--- src/rtl/sipo_deframer.sv ---
// Serial-to-parallel deframer: assembles WIDTH-bit words from a gated serial stream
// and presents them on a valid/ready port with sticky overrun. Optional macro: SIPO_PARITY_CHK_EN.
module sipo_deframer #(
  parameter int WIDTH     = 4,
  parameter int MSB_FIRST = 1
) (
  input  logic             CLK,
  input  logic             RST,
  input  logic             SIN,
  input  logic             SEN,
  input  logic             SYNC,
  input  logic             DREADY,
  output logic [WIDTH-1:0] DOUT,
  output logic             DVALID,
  output logic             BUSY,
`ifdef SIPO_PARITY_CHK_EN
  output logic             PERR,
`endif
  output logic             OVR
);

`ifdef SIPO_PARITY_CHK_EN
  localparam int FRAME_LEN = WIDTH + 1;
`else
  localparam int FRAME_LEN = WIDTH;
`endif
  localparam int CW = $clog2(FRAME_LEN + 1);
  localparam logic [CW-1:0] LAST_CNT = CW'(FRAME_LEN - 1);

  logic [WIDTH-1:0] sh_q, sh_d;
  logic [CW-1:0]    cnt_q, cnt_d;
  logic [WIDTH-1:0] dout_q, dout_d;
  logic             dvalid_q, dvalid_d;
  logic             busy_q, busy_d;
  logic             ovr_q, ovr_d;
  logic [WIDTH-1:0] shifted;
  logic [WIDTH-1:0] word;
  logic             is_last;
  logic             complete;
  logic             out_free;
`ifdef SIPO_PARITY_CHK_EN
  logic             par_q, par_d;
  logic             perr_q, perr_d;
`endif

  always_comb begin
    if (MSB_FIRST != 0) shifted = {sh_q[WIDTH-2:0], SIN};
    else                shifted = {SIN, sh_q[WIDTH-1:1]};
    is_last  = (cnt_q == LAST_CNT);
    // SYNC wins over a frame that would otherwise complete on this edge.
    complete = SEN && !SYNC && is_last;
    out_free = !dvalid_q || DREADY;
`ifdef SIPO_PARITY_CHK_EN
    // The final bit is parity, so the data word is already complete in sh_q.
    word     = sh_q;
`else
    word     = shifted;
`endif

    sh_d     = sh_q;
    cnt_d    = cnt_q;
    dout_d   = dout_q;
    dvalid_d = dvalid_q;
    ovr_d    = ovr_q;
`ifdef SIPO_PARITY_CHK_EN
    par_d    = par_q;
    perr_d   = perr_q;
`endif

    if (SEN) begin
      if (SYNC) begin
        sh_d  = shifted;
        cnt_d = CW'(1);
`ifdef SIPO_PARITY_CHK_EN
        par_d = SIN;
`endif
      end else if (is_last) begin
        sh_d  = word;
        cnt_d = '0;
`ifdef SIPO_PARITY_CHK_EN
        par_d = 1'b0;
`endif
      end else begin
        sh_d  = shifted;
        cnt_d = cnt_q + CW'(1);
`ifdef SIPO_PARITY_CHK_EN
        par_d = par_q ^ SIN;
`endif
      end
    end else if (SYNC) begin
      cnt_d = '0;
`ifdef SIPO_PARITY_CHK_EN
      par_d = 1'b0;
`endif
    end

    if (dvalid_q && DREADY) dvalid_d = 1'b0;
    if (complete) begin
      if (out_free) begin
        dout_d   = word;
        dvalid_d = 1'b1;
`ifdef SIPO_PARITY_CHK_EN
        perr_d   = par_q ^ SIN;
`endif
      end else begin
        ovr_d = 1'b1;
      end
    end

    busy_d = (cnt_d != '0);
  end

  always_ff @(posedge CLK) begin
    if (RST) begin
      sh_q     <= '0;
      cnt_q    <= '0;
      dout_q   <= '0;
      dvalid_q <= 1'b0;
      busy_q   <= 1'b0;
      ovr_q    <= 1'b0;
`ifdef SIPO_PARITY_CHK_EN
      par_q    <= 1'b0;
      perr_q   <= 1'b0;
`endif
    end else begin
      sh_q     <= sh_d;
      cnt_q    <= cnt_d;
      dout_q   <= dout_d;
      dvalid_q <= dvalid_d;
      busy_q   <= busy_d;
      ovr_q    <= ovr_d;
`ifdef SIPO_PARITY_CHK_EN
      par_q    <= par_d;
      perr_q   <= perr_d;
`endif
    end
  end

  assign DOUT   = dout_q;
  assign DVALID = dvalid_q;
  assign BUSY   = busy_q;
  assign OVR    = ovr_q;
`ifdef SIPO_PARITY_CHK_EN
  assign PERR   = perr_q;
`endif

endmodule

--- config.mk ---
export PLATFORM = sky130hd
export DESIGN_NAME = sipo_deframer
export DESIGN_NICKNAME = d
export VERILOG_FILES = /design/src/rtl/sipo_deframer.sv
export SDC_FILE = /design/constraint.sdc
export NUM_CORES = 1
export LEC_CHECK = 0
export BUFFER_PORTS_ARGS = -buffer_cell sky130_fd_sc_hd__buf_2
export CAP_MARGIN = 20
export CORE_AREA = 2 2 39 41
export CTS_BUF_LIST = sky130_fd_sc_hd__clkbuf_16
export DETAILED_ROUTE_END_ITERATION = 12
export DIE_AREA = 0 0 41 43
export SETUP_SLACK_MARGIN = 0.05
export SYNTH_ARGS = -nofsm -noshare
export SYNTH_HDL_FRONTEND = slang
export SYNTH_SLANG_ARGS = --single-unit
--- constraint.sdc ---
create_clock -name CLK -period 3.9 [get_ports CLK]
set_input_delay 1.17 -clock CLK [delete_from_list [all_inputs] [get_ports CLK]]
set_output_delay 1.17 -clock CLK [all_outputs]
set_load 0.005 [all_outputs]
# Yosys cells after proc, flatten, opt, wreduce, memory -nomap -nowiden
# Index checks and enable logic that the tools add are counted.
[op_classes]
bitwise_logic = 1
mul = 0
n_lt_le_gt_ge = 0
div = 0
n_mux = 7
reduce_logical = 9
shifts = 0
eq_ne = 1
n_addsub = 1
[op_table]
columns = ["operator", "n"]
rows = [
  ["$mux 3", 4],
  ["$reduce_and 2->1", 2],
  ["$add 3x1->3 const B", 1],
  ["$eq 3x2->1 const B", 1],
  ["$logic_and 1x1->1", 3],
  ["$mux 1", 3],
  ["$reduce_bool 3->1", 1],
  ["$logic_not 1->1", 2],
  ["$logic_or 1x1->1", 1],
  ["$not 1->1", 1],
]
[totals]
mem_count = 0
latchBits = 0
mem_bits_ro = 0
input_bits = 6
ram_bits = 0
ff_bits = 13

# Depth between registers and ports, before layout
# Gate-level depths: netlist (run 1).
[depth]
ltp_word = 5
depth_mapped = 4
depth_no_buf = 4

# Worst setup path after synthesis (run 1)
# Ideal clock, no wire load.
[synth_timing]
path_kind = "input -> register"
from = "input port SEN"
to = "register busy_q, in the netlist BUSY"
path_slack_ns = 1.785
setup_time_ns = 0.120
arrival_ns = 1.995
path_stages = 4
path_cell_list = "buf_6 -> nor2b_4 -> a221o_1 -> a211o_1"
[synth_via]
elab_chain_len = 2
[synth_rtl]
columns = ["item", "line", "rtl"]
rows = [
  ["from (decl)", "10", "input logic SEN,"],
  ["$mux 3", "70", "if (SEN) begin"],
  ["$reduce_bool 3->1", "110", "busy_d = (cnt_d != '0);"],
  ["to (signal assigned)", "130", "busy_q <= busy_d;"],
  ["to (decl)", "34", "logic busy_q, busy_d;"],
]
# Every way passes these cells.
# A chain may end at the register's enable or synchronous reset.

# Final worst setup path (run 1)
# Ends and elaborated chain as after synthesis.

==> results.json, run 1 <==
{
  "status": "finished clean",
  "holdPathEnd": "DOUT[2]",
  "cp_data_arrival_time_ps": 2120,
  "grt_pass1_wl_um": 1460,
  "hold_path_depth": 2,
  "syn_area_sq_um": 538,
  "setup_viol": 0,
  "fmax_ghz": 0.501,
  "r2r_end": "DOUT[1]",
  "hold_path.class": "reg2reg",
  "n_fill_cell": 134,
  "place_ws_ps": 1660,
  "wire_per_inst_um": 10.9,
  "vias": 404,
  "fin_crit_sh_pct": 51.2,
  "fin_crit_ps": 2000,
  "nets": 75,
  "dpl_cell_area_sq_um": 603,
  "rows": 14,
  "viasPerCell": 4.87,
  "syn-instance-count": 53,
  "drc": 0,
  "portBuffers": 12,
  "wl_um": 903,
  "synth_seq_cells": 13,
  "antenna_cells": 0,
  "r2r_start": "cnt_q[0]",
  "ys_types": 20,
  "cap_violations": 0,
  "start_util_pct": 38.9,
  "report.final.hold_viol_count": 0,
  "grt_usage_pct": 12.4,
  "slew_headroom_pct": 73.9,
  "core_region_area_sq_mm": 0.00138,
  "peakVddDrop_mv": 0.250,
  "finalPower_w": 0.000341,
  "post_cts_resized": 0,
  "syn_nets": 60,
  "clock-skew-final_ps": 2.28,
  "clock-root-buffer": "clkbuf_16",
  "multi_input_area_sq_um": 259,
  "max_slew.worst_pin.slew_ps": 389,
  "tns_ps": 0,
  "worst-setup-path-type": "in2reg",
  "first_pass_iters": 4,
  "pin_count": 13,
  "drt-initial-drc-count": 4,
  "clk_latency_ps": 240,
  "cts_tree": "yes",
  "r2r_cells": 4,
  "synth_top_area_share_pct": 48.4,
  "grt_antenna_before_repair": 0,
  "syn_to_final_growth_pct": 26.7,
  "path_clk_slew_ps": 40,
  "synth_area_leaders": "dfxtp_1, mux2i_1, nand2_1",
  "power.density_mw_per_mm2": 501,
  "cts_buffers": 3,
  "gp_congestion": 0.647,
  "synth_top_cell_by_area": "dfxtp_1",
  "route.met3.wl_um": 48,
  "dp_hpwl_um": 688,
  "cp.required_ps": 4020,
  "die_h_um": 43,
  "regArea_sq_um": 260,
  "yosys_warnings": 0,
  "cp-start-kind": "input port",
  "h-tree-depth": 1,
  "grt_pass1_vias": 362,
  "finalWorstSetupSlack_ps": 1900,
  "cts_setup_buffers": 0,
  "die_area_sq_mm": 0.00176,
  "clk_path_buf_depth": 2,
  "rsz0062_at_grt": "no",
  "maxUsedRoutingLayer": "met4",
  "layout-drive-gt1-share_pct": 25.4,
  "synth-seq-area-share_pct": 48.4,
  "hold_start": "DOUT[2]",
  "cp_max_fo": 10,
  "drt-met1-wl_um": 415,
  "rrSetupSlack_ps": 2460,
  "grt_max_degree": 11,
  "leakage_nw": 0.303,
  "cts_hold_buf": 0,
  "endpoint_kind": "register",
  "dr_wl_met2_um": 431,
  "cts.sinks": 13,
  "synth_area_per_cell_sq_um": 10.2,
  "slew_viol_final": 0,
  "grt-ovfl-total": 0,
  "final_area_sq_um": 682,
  "die_w_um": 41,
  "postRouteAntennaNets": 0
}
[per-layer routing]
layer | GRT usage [%] | vias to the layer above
li1 | - | 208
met2 | 19.1 | 8
met3 | 1.57 | 2
met4 | 10.0 | 0
met1 | 14.4 | 186
met5 | 0 | -
[how the worst max path moves through the flow]
stage | startpoint | endpoint | slack, ps | cells past startpoint
2_1_floorplan | SEN | BUSY | 1790 | 4
3_3_place_gp | SEN | BUSY | 1660 | 4
3_5_place_dp | SEN | BUSY | 1660 | 4
4_1_cts | SEN | BUSY | 1900 | 4
5_1_grt | SEN | DOUT[2] | 1820 | 4
6_report | SEN | BUSY | 1900 | 4
[critical path, cell delays in order]
cell and delay [ps]:
buf_2 170, nor2b_4 140, a221o_1 340, a211o_1 290
[logic make-up after synthesis]
kind of cell / Yosys count / synth area share, %
simple gates: 24 / 24.7
flops: 13 / 48.4
mux: 8 / 14.9
compound gates: 4 / 6.28
buf+inv: 3 / 3.49
fa+ha+maj: 1 / 2.33
[sequential cells by signal (all words and copies together) (netlist names)]
signal,cells
DOUT,4
cnt_q,3
sh_q,3
BUSY,1
DVALID,1
OVR,1
[metrics by stage]
stage          hold slack [ps]  cells  util [%]
2_1_floorplan              437     53         -
5_1_grt                    491     83      49.3
6_report                   455     83      49.3
4_1_cts                    459     83      49.3
3_5_place_dp               447     79      43.6
3_3_place_gp               448     79      43.6
[area by class of cell]
type	instances	area share, %
Tap cell	16	2.94
Multi-Input combinational cell	37	38.0
Timing Repair Buffer	12	8.81
Inverter	1	0.550
Clock buffer	3	11.0
Sequential cell	13	38.2
Clock inverter	1	0.550
[cell usage after synthesis]
cell	instances
dfxtp_1	13
clkinv_1	1
a221o_1	1
clkbuf_1	1
buf_6	1
nand2b_1	1
nor3b_1	1
nand2_1	9
a211o_1	1
nor2_1	7
nor2b_4	1
a31oi_1	1
mux2i_1	8
nor3_1	1
ha_1	1
nor4_4	1
nor2b_1	1
and3_1	1
a41oi_1	1
and2_1	1
[report_power, final]
part / leakage [nW] / total [W] / switching (W) / internal [W]
sequential: 0.106 / 0.000139 / 0.00000214 / 0.000137
combinational: 0.155 / 0.0000189 / 0.00000989 / 0.00000899
clock: 0.0423 / 0.000183 / 0.0000490 / 0.000134
total: 0.303 / 0.000341 / 0.0000611 / 0.000280
[layout by cell type, fill, tap and decap left out, types with 3 or more instances in the layout]
master	count
nor2_1	7
clkbuf_16	3
buf_2	12
mux2i_1	8
nand2_1	9
dfxtp_1	13
Note: power is estimated with default switching activity, not from simulation.
==> run 2, diff against run 1 <==
--- a/config.mk
+++ b/config.mk
@@ -11,6 +11,7 @@
 export CTS_BUF_LIST = sky130_fd_sc_hd__clkbuf_16
 export DETAILED_ROUTE_END_ITERATION = 12
 export DIE_AREA = 0 0 41 43
+export PLACE_DENSITY = 0.65
 export SETUP_SLACK_MARGIN = 0.05
 export SYNTH_ARGS = -nofsm -noshare
 export SYNTH_HDL_FRONTEND = slang
==> constraint.sdc (replaced) <==
create_clock -name CLK -period 1.6 [get_ports CLK]
set_input_delay 0.48 -clock CLK [delete_from_list [all_inputs] [get_ports CLK]]
set_output_delay 0.48 -clock CLK [all_outputs]
set_load 0.005 [all_outputs]
==> run 2 against run 1 <==
Net effect: die area unchanged; sequential share of layout area down 0.82 points; sequential power up 140%; clock skew down 0.94 ps; critical path depth unchanged; cell area up 2.2%; sequential cell count unchanged; wire length up 8.2%; first-iteration DRC count down 25%; non-clock buffer count up 2; critical path type is now reg2reg; largest power group unchanged.
==> results.json, run 2 (synthesis results as in run 1) <==
{
  "h-tree-depth": 1,
  "power.density_mw_per_mm2": 1210,
  "cp_data_arrival_time_ps": 1540,
  "path_clk_slew_ps": 40,
  "worst-setup-path-type": "reg2reg",
  "clock-skew-final_ps": 1.33,
  "grt_max_degree": 11,
  "dp_hpwl_um": 728,
  "grt_pass1_vias": 390,
  "clk_latency_ps": 240,
  "cts_buffers": 3,
  "cp_max_fo": 4,
  "grt_pass1_wl_um": 1680,
  "fin_crit_sh_pct": 88.1,
  "wl_um": 977,
  "vias": 419,
  "syn_to_final_growth_pct": 29.5,
  "core_region_area_sq_mm": 0.00138,
  "portBuffers": 12,
  "final_cell_mix": "dfxtp_1, buf_2, nand2_1, mux2i_1, nor2_1",
  "final_common_cell": "dfxtp_1",
  "rsz0062_at_grt": "no",
  "fin_crit_ps": 1410,
  "clock-root-buffer": "clkbuf_16",
  "power_switching_w": 0.000155,
  "gp_congestion": 0.680,
  "whs_ps": 453,
  "grt-ovfl-total": 0,
  "cts_tree": "yes",
  "cts.sinks": 13,
  "combPwrFrac_pct": 5.7,
  "cts_setup_buffers": 0,
  "die_w_um": 41,
  "rows": 14,
  "hold_path.class": "reg2reg",
  "wire_per_inst_um": 11.5,
  "setup_viol": 0,
  "fmax_ghz": 0.710,
  "cp-start-kind": "register",
  "cap_violations": 0,
  "seq_power_share_pct": 40.3,
  "r2r_cells": 4,
  "post_cts_resized": 0,
  "r2r_end": "BUSY",
  "max_slew.worst_pin.slew_ps": 350,
  "slew_viol_final": 0,
  "antenna_cells": 0,
  "n_fill_cell": 133,
  "start_util_pct": 38.9,
  "r2r_start": "cnt_q[0]",
  "peakVddDrop_mv": 0.589,
  "rrSetupSlack_ps": 190,
  "status": "finished clean",
  "pin_count": 13,
  "cp.required_ps": 1730,
  "tns_ps": 0,
  "layout-drive-gt1-share_pct": 27.5,
  "viasPerCell": 4.93,
  "switching_share_pct": 18.5,
  "grt_antenna_before_repair": 0,
  "nets": 77,
  "largest_register_ffs": 4,
  "endpoint": "BUSY",
  "startpoint": "cnt_q[0]",
  "die_area_sq_mm": 0.00176,
  "first_pass_iters": 4,
  "leakage_nw": 0.313,
  "die_h_um": 43,
  "p_int_w": 0.000685,
  "p_clk_share_pct": 53.9,
  "report.final.hold_viol_count": 0,
  "slew_headroom_pct": 76.6,
  "postRouteAntennaNets": 0,
  "cts_hold_buf": 0,
  "drc": 0,
  "grt_usage_pct": 14.6,
  "endpoint_kind": "register",
  "drt-initial-drc-count": 3,
  "clk_path_buf_depth": 2
}
[run 2: how the worst min path moves through the flow]
stage / start / cells after the start / endpoint
after detailed placement: DOUT[2] / 2 / DOUT[2]
final: DOUT[2] / 2 / DOUT[2]
after global placement: DOUT[1] / 2 / DOUT[1]
after CTS: DOUT[2] / 2 / DOUT[2]
after floorplan: sh_q[2] / 2 / DOUT[3]
after global routing: DOUT[0] / 2 / DOUT[0]
[run 2: routing by layer]
layer,GRT usage (%),part of all wire (%),vias to the layer above
li1,-,-,213
met1,19.1,47,189
met2,19.4,43,13
met3,6.28,7.6,4
met4,8.00,2.6,0
met5,0,0,-
[run 2: power by group through the flow]
stage               Sequential [W]  Clock [W]  Combinational, W
global route              0.000340   0.000480         0.0000546
detailed placement        0.000345          0         0.0000487
finish                    0.000339   0.000453         0.0000482
global placement          0.000345          0         0.0000469
CTS                       0.000339   0.000461         0.0000488
floorplan                 0.000344          0         0.0000327
[run 2: critical path: stages, from the launching register on]
cell,delay [ps]
dfxtp_1,380
ha_1,240
nand2b_1,80
a221o_1,300
a211o_1,290
[run 2: cell type report]
| cell class | instances | area [sq um] | share of cell area [%] |
|---|---|---|---|
| timing repair buffer | 14 | 75.1 | 10.8 |
| inverter | 1 | 3.75 | 0.539 |
| tap | 16 | 20.0 | 2.87 |
| multi-input combinational | 37 | 259 | 37.2 |
| sequential | 13 | 260 | 37.3 |
| clock inverter | 1 | 3.75 | 0.539 |
| clock buffer | 3 | 75.1 | 10.8 |
[run 2: through the flow]
step / setup WS (ps) / util (%) / instances / power [W] / instance area (sq um)
finish: 191 / 50.4 / 85 / 0.000841 / 697
global placement: 122 / 44.7 / 81 / 0.000392 / 618
global route: 65.5 / 50.4 / 85 / 0.000874 / 697
CTS: 172 / 50.4 / 85 / 0.000849 / 697
detailed placement: 105 / 44.7 / 81 / 0.000393 / 618
floorplan: 175 / - / 53 / 0.000377 / 538
